[src/rtl/fwd_hazard_unit.sv]
// Forwarding-select and load-use hazard unit for the execute stage.
// Tracks the destinations of the instructions in EX, MEM and WB, registers
// the operand/store-value mux selects for the instruction entering execute,
// and holds decode for one cycle when an operand depends on a load in EX.
module fwd_hazard_unit #(
  parameter int RW    = 4,
  parameter int CNT_W = 32
) (
  input  logic             clk,
  input  logic             rst,
  input  logic [RW-1:0]    id_rs1,
  input  logic             id_rs1_used,
  input  logic [RW-1:0]    id_rs2,
  input  logic             id_rs2_used,
  input  logic [RW-1:0]    id_rst,
  input  logic             id_st_used,
  input  logic [RW-1:0]    id_rd,
  input  logic             id_reg_write,
  input  logic             id_is_load,
  input  logic             flush,
  input  logic             hold,
  output logic [1:0]       reg1_sel,
  output logic [1:0]       reg2_sel,
  output logic [1:0]       ST_reg_sel,
  output logic             stall_fd,
  output logic             bubble_ex,
  output logic [CNT_W-1:0] stall_count
);

  // One in-flight instruction as seen by the forwarding logic.
  typedef struct packed {
    logic          valid;
    logic [RW-1:0] rd;
    logic          we;
    logic          load;
  } entry_t;

  typedef enum logic [0:0] {
    RUN   = 1'b0,
    STALL = 1'b1
  } state_t;

  localparam logic [1:0] SEL_REG = 2'b00;  // value read in decode
  localparam logic [1:0] SEL_MEM = 2'b01;  // mem_result
  localparam logic [1:0] SEL_WB  = 2'b10;  // wb_result

  localparam entry_t ENTRY_NONE = '{valid: 1'b0, rd: {RW{1'b0}}, we: 1'b0, load: 1'b0};

  localparam logic [CNT_W-1:0] CNT_ZERO = {CNT_W{1'b0}};
  localparam logic [CNT_W-1:0] CNT_ONE  = {{(CNT_W-1){1'b0}}, 1'b1};
  localparam logic [CNT_W-1:0] CNT_MAX  = {CNT_W{1'b1}};

  // True when entry e produces register idx for a used operand; with
  // need_load set, only a load producer counts.
  function automatic logic entry_hit(
    input entry_t        e,
    input logic [RW-1:0] idx,
    input logic          used,
    input logic          need_load
  );
    return used & e.valid & e.we & (e.rd == idx) & (~need_load | e.load);
  endfunction

  // Source select for one operand. The EX producer will sit in MEM when the
  // consumer executes, the MEM producer in WB. A WB producer has already
  // written the register file (write-before-read), so the decode value is
  // correct for it.
  function automatic logic [1:0] fwd_sel(
    input entry_t        ex,
    input entry_t        mem,
    input entry_t        wb,
    input logic [RW-1:0] idx,
    input logic          used
  );
    logic [1:0] sel;
    if (entry_hit(ex, idx, used, 1'b0)) begin
      sel = SEL_MEM;
    end else if (entry_hit(mem, idx, used, 1'b0)) begin
      sel = SEL_WB;
    end else if (entry_hit(wb, idx, used, 1'b0)) begin
      sel = SEL_REG;
    end else begin
      sel = SEL_REG;
    end
    return sel;
  endfunction

  entry_t           ex_r;
  entry_t           mem_r;
  entry_t           wb_r;
  state_t           state_r;
  logic [1:0]       reg1_sel_r;
  logic [1:0]       reg2_sel_r;
  logic [1:0]       st_sel_r;
  logic [CNT_W-1:0] stall_count_r;

  entry_t     dec_entry_s;
  logic       load_hit_s;
  logic       stall_s;
  logic [1:0] reg1_next_s;
  logic [1:0] reg2_next_s;
  logic [1:0] st_next_s;

  // Decode-side view: next EX entry, next selects and load-use detection.
  always_comb begin
    dec_entry_s = '{valid: 1'b1, rd: id_rd, we: id_reg_write, load: id_is_load};
    reg1_next_s = fwd_sel(ex_r, mem_r, wb_r, id_rs1, id_rs1_used);
    reg2_next_s = fwd_sel(ex_r, mem_r, wb_r, id_rs2, id_rs2_used);
    st_next_s   = fwd_sel(ex_r, mem_r, wb_r, id_rst, id_st_used);
    load_hit_s  = entry_hit(ex_r, id_rs1, id_rs1_used, 1'b1) |
                  entry_hit(ex_r, id_rs2, id_rs2_used, 1'b1) |
                  entry_hit(ex_r, id_rst, id_st_used, 1'b1);
    // Flush kills the decode instruction, so it cannot stall; hold freezes
    // everything. The STALL state limits each hazard to one cycle.
    if ((state_r == RUN) && !flush && !hold) begin
      stall_s = load_hit_s;
    end else begin
      stall_s = 1'b0;
    end
  end

  // Advance the EX/MEM/WB tracking entries and register the selects.
  always_ff @(posedge clk or posedge rst) begin
    if (rst) begin
      ex_r       <= ENTRY_NONE;
      mem_r      <= ENTRY_NONE;
      wb_r       <= ENTRY_NONE;
      reg1_sel_r <= SEL_REG;
      reg2_sel_r <= SEL_REG;
      st_sel_r   <= SEL_REG;
    end else if (!hold) begin
      wb_r  <= mem_r;
      mem_r <= ex_r;
      if (flush || stall_s) begin
        ex_r       <= ENTRY_NONE;
        reg1_sel_r <= SEL_REG;
        reg2_sel_r <= SEL_REG;
        st_sel_r   <= SEL_REG;
      end else begin
        ex_r       <= dec_entry_s;
        reg1_sel_r <= reg1_next_s;
        reg2_sel_r <= reg2_next_s;
        st_sel_r   <= st_next_s;
      end
    end else begin
      ex_r       <= ex_r;
      mem_r      <= mem_r;
      wb_r       <= wb_r;
      reg1_sel_r <= reg1_sel_r;
      reg2_sel_r <= reg2_sel_r;
      st_sel_r   <= st_sel_r;
    end
  end

  // Stall sequencing: RUN detects hazards, STALL lets the held instruction go.
  always_ff @(posedge clk or posedge rst) begin
    if (rst) begin
      state_r <= RUN;
    end else if (hold) begin
      state_r <= state_r;
    end else if (flush) begin
      state_r <= RUN;
    end else begin
      case (state_r)
        RUN:     state_r <= stall_s ? STALL : RUN;
        STALL:   state_r <= RUN;
        default: state_r <= RUN;
      endcase
    end
  end

  // Saturating count of inserted load-use bubbles.
  always_ff @(posedge clk or posedge rst) begin
    if (rst) begin
      stall_count_r <= CNT_ZERO;
    end else if (stall_s && (stall_count_r != CNT_MAX)) begin
      stall_count_r <= stall_count_r + CNT_ONE;
    end else begin
      stall_count_r <= stall_count_r;
    end
  end

  assign reg1_sel    = reg1_sel_r;
  assign reg2_sel    = reg2_sel_r;
  assign ST_reg_sel  = st_sel_r;
  assign stall_fd    = stall_s;
  assign bubble_ex   = stall_s;
  assign stall_count = stall_count_r;

endmodule
[config.mk]
export PLATFORM = sky130hd
export DESIGN_NAME = fwd_hazard_unit
export DESIGN_NICKNAME = d
export VERILOG_FILES = /design/src/rtl/fwd_hazard_unit.sv
export SDC_FILE = /design/constraint.sdc
export NUM_CORES = 1
export LEC_CHECK = 0
export CAP_MARGIN = 15
export CORE_MARGIN = 5
export CORE_UTILIZATION = 62
export DETAILED_ROUTE_END_ITERATION = 16
export DONT_BUFFER_PORTS = 1
export PLACE_DENSITY = 0.78
export SLEW_MARGIN = 20
export SYNTH_ARGS = -nofsm -noshare
export SYNTH_HDL_FRONTEND = slang
export SYNTH_SLANG_ARGS = --single-unit
[constraint.sdc]
create_clock -name clk -period 2.8 [get_ports clk]
set_input_delay 0.28 -clock clk [delete_from_list [all_inputs] [get_ports clk]]
set_output_delay 0.28 -clock clk [all_outputs]
set_load 0.02 [all_outputs]
==> summary.md, run 1 <==
| Metric | Value |
|---|---|
| Status | `finished, violations left` |
| Violated checks | `hold timing` |
| Seq/Total Area, Yosys | `46.5%` |
| Wire length of the first global-routing pass | `10,400 µm` |
| TritonCTS clock tree | `built` |
| Leakage | `1.39 nW` |
| Seq pwr share | `57.0%` |
| Switching power | `0.315 mW` |
| Multi-input gate area | `1440 µm²` |
| FF-to-FF path depth | `7` |
| Nets | `289` |
| Internal cell power | `1.08 mW` |
| CTS Root Cell | `clkbuf_8` |
| Final core utilization | `68.4%` |
| Logic pwr share | `6.6%` |
| Power Dens Cells | `469 nW/µm²` |
| Clock Power Share | `36.4%` |
| Initial detailed-routing violation count | `112` |
| Core ar. | `4350 µm²` |
| CP Cell Sequence | `xor2_1 -> nor3_1 -> and4_2 -> o31ai_4 -> buf_4 -> nor4b_1 -> xor2_1` |
| Critical Path Sink Type | `register` |
| Chip Height | `77.2 µm` |
| Yosys warns | `0` |
| Final Setup Violations | `0` |
| Sw Ratio | `22.6%` |
| Largest net degree at the start of global routing | `53` |
| Final hold slack | `-0.00894 ns` |
| Min Tclk post-route | `2.36 ns` |
| Max VDD drop | `0.356 mV` |
| Total Wirelength | `5920 µm` |
| Final ANT Viol Nets | `0` |
| Slew at the pin closest to its max-slew limit | `0.856 ns` |
| Site Rows | `24` |
| Vias per std cell | `6.35` |
| Ratio of cells with drive above 1 in the final layout | `15.5%` |
| Worst R2R Start | `ex_r[2]` |
| # diodes | `0` |
| Post-CTS Setup Bufs | `0` |
| Slowest stage delay, CP | `0.47 ns` |
| GRT Util Overall | `21.2%` |
| I/O Pins | `65` |
| Mean routed wirelength per cell | `18.7 µm` |
| GPL Wtd Cong | `0.913` |
| Most frequent cells in the layout | `dfrtp_1 (52), xor2_1 (43), nand2_1 (23), nand4_1 (16), nor3_1 (15)` |
| Post-synth net total | `284` |
| H-Tree Depth | `2` |
| Reg2Reg Setup Slack | `0.44 ns` |
| Pre-antenna DRT Iters | `4` |
| Total number of vias | `2,008` |
| IO Port Bufs | `0` |
| Pins Over Slew Limit | `0` |
| Required time worst endpoint | `2.95 ns` |
| Post-synth EDFFs | `0` |
| Post-synth top area cell | `dfrtp_1` |
| Synth async-reset ratio | `100%` |
| Most common cell on crit path | `xor2_1` |
| Dominant synthesized flop cell | `dfrtp_1` |
| Reg area | `1300 µm²` |
| Clk_lat worst skew | `0.31 ns` |
| Final Hold Vio Count | `2` |
| Max Clock Freq | `0.424 GHz` |
| #FFs+latches synth | `52` |
| Worst Hold Class | `input port to async pin` |
| Top cell type's share of synthesized area | `46.5%` |
| Synth unique cells | `44` |
| Total power | `1.40 mW` |
| Hold buffer count at cts | `0` |
| Crit path launch type | `register` |
| Unrepaired setup endpoints after global routing | `no` |
| Initial antenna violation count | `0` |
| Initial core utilization | `64.3%` |
| Slew margin rel. | `42.9%` |
| Slowest CP cell | `dfrtp_1` |
| Area delta synth->final | `6.39%` |
| Critical Path AT | `2.51 ns` |
| DRC Markers | `0` |
| Setup Total Neg Slack | `0 ns` |
| Cells after Synth | `258` |
| Layout fillers | `342` |
| CTS buffer count | `5` |
| Reg2Reg Capture Point | `stall_count[10]` |
| Hpwl dp | `4440 µm` |
| Tcrit/Tclk final | `84.3%` |
| Gr ovfl total | `0` |
| Clock Sinks | `52` |
| Die span in x | `77.2 µm` |
| Setup Skew | `0.0156 ns` |
| Largest fanout on the critical path | `9` |
| Clock Pin Slew Worst Setup and Hold Paths | `0.10 ns` |
| Die Area | `5960 µm²` |
| Mapped Area | `2800 µm²` |
| Commonest non-fill, non-tap cell in the layout | `dfrtp_1` |
| Vias in the first global route | `2,008` |
| Cts repair resizes | `0` |
| # Max-Cap Violations | `0` |
| Synth top area cells | `dfrtp_1 (46%), xor2_1 (13%), nand4_1 (3.6%)` |
| Clk buf depth | `2` |
| Critical path class | `register to register` |
| Syn_area_per_cell | `10.8 µm²` |
==> per-layer routing <==
metal | track usage, % | part of all wire (%)
met4 | 5.67 | 1.5
met5 | 0 | 0
met1 | 31.4 | 45
met2 | 30.1 | 45
met3 | 6.44 | 8.3
==> critical path: cells and delay by family, from the launching register on <==
family | cells | cell delay [ns]
DFF | 1 | 0.47
and+or+nand+nor | 3 | 1.08
buffers and inverters | 1 | 0.22
xor gates and xnor gates | 2 | 0.33
AOI/OAI and AO/OA | 1 | 0.12
==> through the flow <==
stage | setup WS (ns) | std cells | cell area (µm²)
6_report | 0.439 | 316 | 2980
5_1_grt | 0.256 | 316 | 2980
4_1_cts | 0.434 | 316 | 2980
3_5_place_dp | 0.518 | 308 | 2870
3_3_place_gp | 0.522 | 308 | 2870
2_1_floorplan | 0.661 | 258 | 2800
==> worst max-delay path by stage <==
stage	startpoint	end	depth (start not counted)
6_report	ex_r[2]	stall_count[10]	7
5_1_grt	ex_r[5]	stall_count[10]	7
4_1_cts	ex_r[2]	stall_count[10]	7
3_5_place_dp	stall_count[11]	stall_count[13]	7
3_3_place_gp	stall_count[14]	stall_count[13]	7
2_1_floorplan	ex_r[4]	stall_fd	7
==> synthesized netlist by cell type, types with 3 or more instances <==
library cell and n:
a32o_1 6, clkbuf_1 3, dfrtp_1 52, inv_1 6, mux2_2 8, nand2_1 23
nand3_1 9, nand4_1 16, nor2_1 7, nor3_1 15, nor3_2 3, nor4_1 10
nor4_2 3, nor4b_1 3, o21ai_0 5, xnor2_1 11, xor2_1 43
==> power by group through the flow <==
| stage | clock (mW) | sequential, mW | combinational [mW] |
|---|---|---|---|
| finish | 0.509 | 0.795 | 0.0918 |
| global route | 0.551 | 0.800 | 0.105 |
| CTS | 0.515 | 0.795 | 0.0939 |
| detailed placement | 0 | 0.810 | 0.0933 |
| global placement | 0 | 0.809 | 0.0907 |
| floorplan | 0 | 0.804 | 0.0816 |
==> sequential cells by signal, indices dropped and copies added, names as in the netlist <==
signal / flops
state_r: 1
stall_count: 32
ST_reg_sel: 2
reg2_sel: 2
reg1_sel: 2
ex_r: 7
mem_r: 6
==> final cells by class <==
type,instances,share of cell area (%)
flip-flops and latches,52,43.7
clock buffers,6,2.44
clock inverters,2,1.18
inverters,6,0.798
well taps,52,2.18
repair buffers,6,1.51
multi-input cells,192,48.2
==> kinds of logic (layout without fill, tap and decap cells) <==
logic type,count (synthesis),in the layout,synth area share [%]
compound gates,15,15,4.74
xor+xnor,54,54,16.9
fa+ha+maj,1,1,0.447
buf+inv,14,20,2.23
flops,52,52,46.5
mux,8,8,3.22
simple gates,114,114,26.0
(Power assumes the default switching activity.)
==> run 2: changes to the inputs <==
--- a/config.mk
+++ b/config.mk
@@ -7,10 +7,10 @@
 export LEC_CHECK = 0
 export CAP_MARGIN = 15
 export CORE_MARGIN = 5
-export CORE_UTILIZATION = 62
+export CORE_UTILIZATION = 57
 export DETAILED_ROUTE_END_ITERATION = 16
 export DONT_BUFFER_PORTS = 1
-export PLACE_DENSITY = 0.78
+export PLACE_DENSITY = 0.75
 export SLEW_MARGIN = 20
 export SYNTH_ARGS = -nofsm -noshare
 export SYNTH_HDL_FRONTEND = slang
==> constraint.sdc (replaced) <==
create_clock -name clk -period 2.1 [get_ports clk]
set_input_delay 0.21 -clock clk [delete_from_list [all_inputs] [get_ports clk]]
set_output_delay 0.21 -clock clk [all_outputs]
set_load 0.02 [all_outputs]
==> run 2 against run 1 <==
Against the previous run: the flow finishes with violations (setup timing); worst setup slack worse by 0.50 ns; count of clock-buffer cells in the layout unchanged; wire length rose by 29%; sequential power grew 33%; critical path depth unchanged; sequential share of layout area shrank 9.0 points; clock power rose by 35%; hold slack improved by 0.024 ns; register-to-register slack worse by 0.50 ns; sequential cell count stayed put; via count up 18%; largest cell class unchanged.
==> summary.md, run 2 (synthesis gave the netlist of run 1 again) <==
| Metric | Value |
|---|---|
| Status | `finished, violations left` |
| Violated checks | `setup timing` |
| Vias per std cell | `5.94` |
| Die Area | `6410 µm²` |
| CTS buffer count | `5` |
| Max FFs per register | `32` |
| Nets | `356` |
| Final ANT Viol Nets | `0` |
| Final Setup Violations | `5` |
| Gr ovfl total | `0` |
| Required time worst endpoint | `2.30 ns` |
| Chip Height | `80.1 µm` |
| Largest fanout on the critical path | `5` |
| I/O Pins | `65` |
| Clk_lat worst skew | `0.31 ns` |
| # diodes | `0` |
| IO Port Bufs | `0` |
| Slew at the pin closest to its max-slew limit | `0.562 ns` |
| Layout fillers | `308` |
| Clock Pin Slew Worst Setup and Hold Paths | `0.09 ns` |
| Pre-antenna DRT Iters | `4` |
| Reg2Reg Capture Point | `stall_count[1]` |
| Area delta synth->final | `34.2%` |
| Most frequent cells in the layout | `buf_4 (64), dfrtp_1 (51), xor2_1 (43), nand2_1 (23), nand4_1 (16)` |
| Ratio of cells with drive above 1 in the final layout | `39.0%` |
| Reg2Reg Setup Slack | `-0.06 ns` |
| Wire length of the first global-routing pass | `11,800 µm` |
| Crit path launch type | `register` |
| Pins Over Slew Limit | `0` |
| Worst R2R Start | `ex_r[5]` |
| Core ar. | `4750 µm²` |
| Initial detailed-routing violation count | `198` |
| Critical Path Start | `ex_r[5]` |
| Commonest non-fill, non-tap cell in the layout | `buf_4` |
| Unrepaired setup endpoints after global routing | `yes` |
| Final setup slack of the worst path | `-0.0627 ns` |
| Mean routed wirelength per cell | `19.2 µm` |
| Critical Path AT | `2.36 ns` |
| Site Rows | `25` |
| Initial antenna violation count | `0` |
| Die span in x | `80.1 µm` |
| Initial core utilization | `58.9%` |
| Worst Hold Class | `input port to register` |
| Clock Sinks | `52` |
| Hpwl dp | `5090 µm` |
| Critical Path End | `stall_count[1]` |
| Leakage | `1.80 nW` |
| Setup Skew | `0.0155 ns` |
| Critical path class | `register to register` |
| Dpl ws | `-0.241 ns` |
| Max VDD drop | `0.434 mV` |
| TritonCTS clock tree | `built` |
| Final Hold Vio Count | `0` |
| Slew margin rel. | `62.5%` |
| Total number of vias | `2,363` |
| Max Clock Freq | `0.462 GHz` |
| Largest net degree at the start of global routing | `23` |
| Total Wirelength | `7650 µm` |
| DRC Markers | `0` |
| Critical Path Sink Type | `register` |
| CTS Root Cell | `clkbuf_8` |
| Min Tclk post-route | `2.16 ns` |
| FF-to-FF path depth | `7` |
| GPL Wtd Cong | `0.843` |
| GRT Util Overall | `23.4%` |
| Tcrit/Tclk final | `103%` |
| # Max-Cap Violations | `0` |
| Clk buf depth | `2` |
| H-Tree Depth | `2` |
| Setup Total Neg Slack | `-0.100 ns` |
| Vias in the first global route | `2,391` |
| Power Dens Cells | `513 nW/µm²` |
-- run 2: cell count changes in the layout (fill, tap and decap cells not counted), moves of 2 or more --
cell / before / now
nor3_1: 15 / 10
xnor2_1: 11 / 9
buf_6: 0 / 6
and4_2: 2 / 0
nor4_2: 3 / 7
nor3_4: 1 / 4
nor4b_4: 0 / 2
nor4_4: 0 / 4
nor3_2: 3 / 5
and4_4: 1 / 3
nor4b_1: 3 / 0
nor4_1: 10 / 2
buf_4: 6 / 64
-- run 2: metrics by stage --
stage | utilization, % | hold WS (ns) | area (µm²) | std cells | total power [mW]
floorplan | - | 0.351 | 2810 | 258 | 1.18
global placement | 68.9 | 0.0900 | 3280 | 374 | 1.22
detailed placement | 68.9 | 0.0885 | 3280 | 374 | 1.23
CTS | 73.6 | 0.0133 | 3500 | 389 | 1.91
global route | 79.0 | -0.00294 | 3750 | 398 | 2.00
finish | 79.0 | 0.0151 | 3750 | 398 | 1.93
-- run 2: layout make-up --
cell class / instances / area [µm²] / share of cell area [%]
Inverter: 6 / 22.5 / 0.600
Sequential cell: 52 / 1300 / 34.7
Timing Repair Buffer: 72 / 573 / 15.3
Clock buffer: 6 / 72.6 / 1.93
Multi-Input combinational cell: 193 / 1670 / 44.4
Clock inverter: 2 / 35.0 / 0.933
Tap cell: 67 / 83.8 / 2.23
-- run 2: layer usage --
| layer | global-route usage (%) | routed length [µm] | vias to the layer above |
|---|---|---|---|
| li1 | - | - | 1086 |
| met1 | 27.9 | 2850 | 1163 |
| met2 | 40.3 | 3980 | 94 |
| met3 | 6.95 | 612 | 20 |
| met4 | 7.77 | 198 | 0 |
| met5 | 0 | 0 | - |
-- run 2: worst max-delay path: stages (launching register included) --
cell and delay [ns]:
dfrtp_2 0.45, xor2_1 0.19, nor3_2 0.23, and4_4 0.31, buf_4 0.15, nor3_4 0.06
or3_4 0.40, mux2_2 0.27
-- run 2: repair_timing --
action	CTS	global route
cloned	1	0
pin swaps	6	17
hold buffers	1	0
setup buffers	5	9
endpoints found under the hold margin	16	0
gates resized for setup	12	32
endpoints found under the setup margin	29	28
-- run 2: power by group --
group	internal, mW	total, mW	switching [mW]
Sequential	1.03	1.06	0.0292
Combinational	0.0987	0.186	0.0870
Clock	0.354	0.687	0.333
-- run 2: how the worst min path moves through the flow --
stage           startpoint              to  slack, ns  depth (start not counted)
6_report              hold     reg2_sel[1]       0.02                          2
5_1_grt               hold         state_r     -0.003                          2
4_1_cts               hold     reg2_sel[1]       0.01                          2
3_5_place_dp           rst  stall_count[5]       0.09                          1
3_3_place_gp           rst  stall_count[4]       0.09                          1
2_1_floorplan  id_rs2_used     reg2_sel[1]       0.35                          2
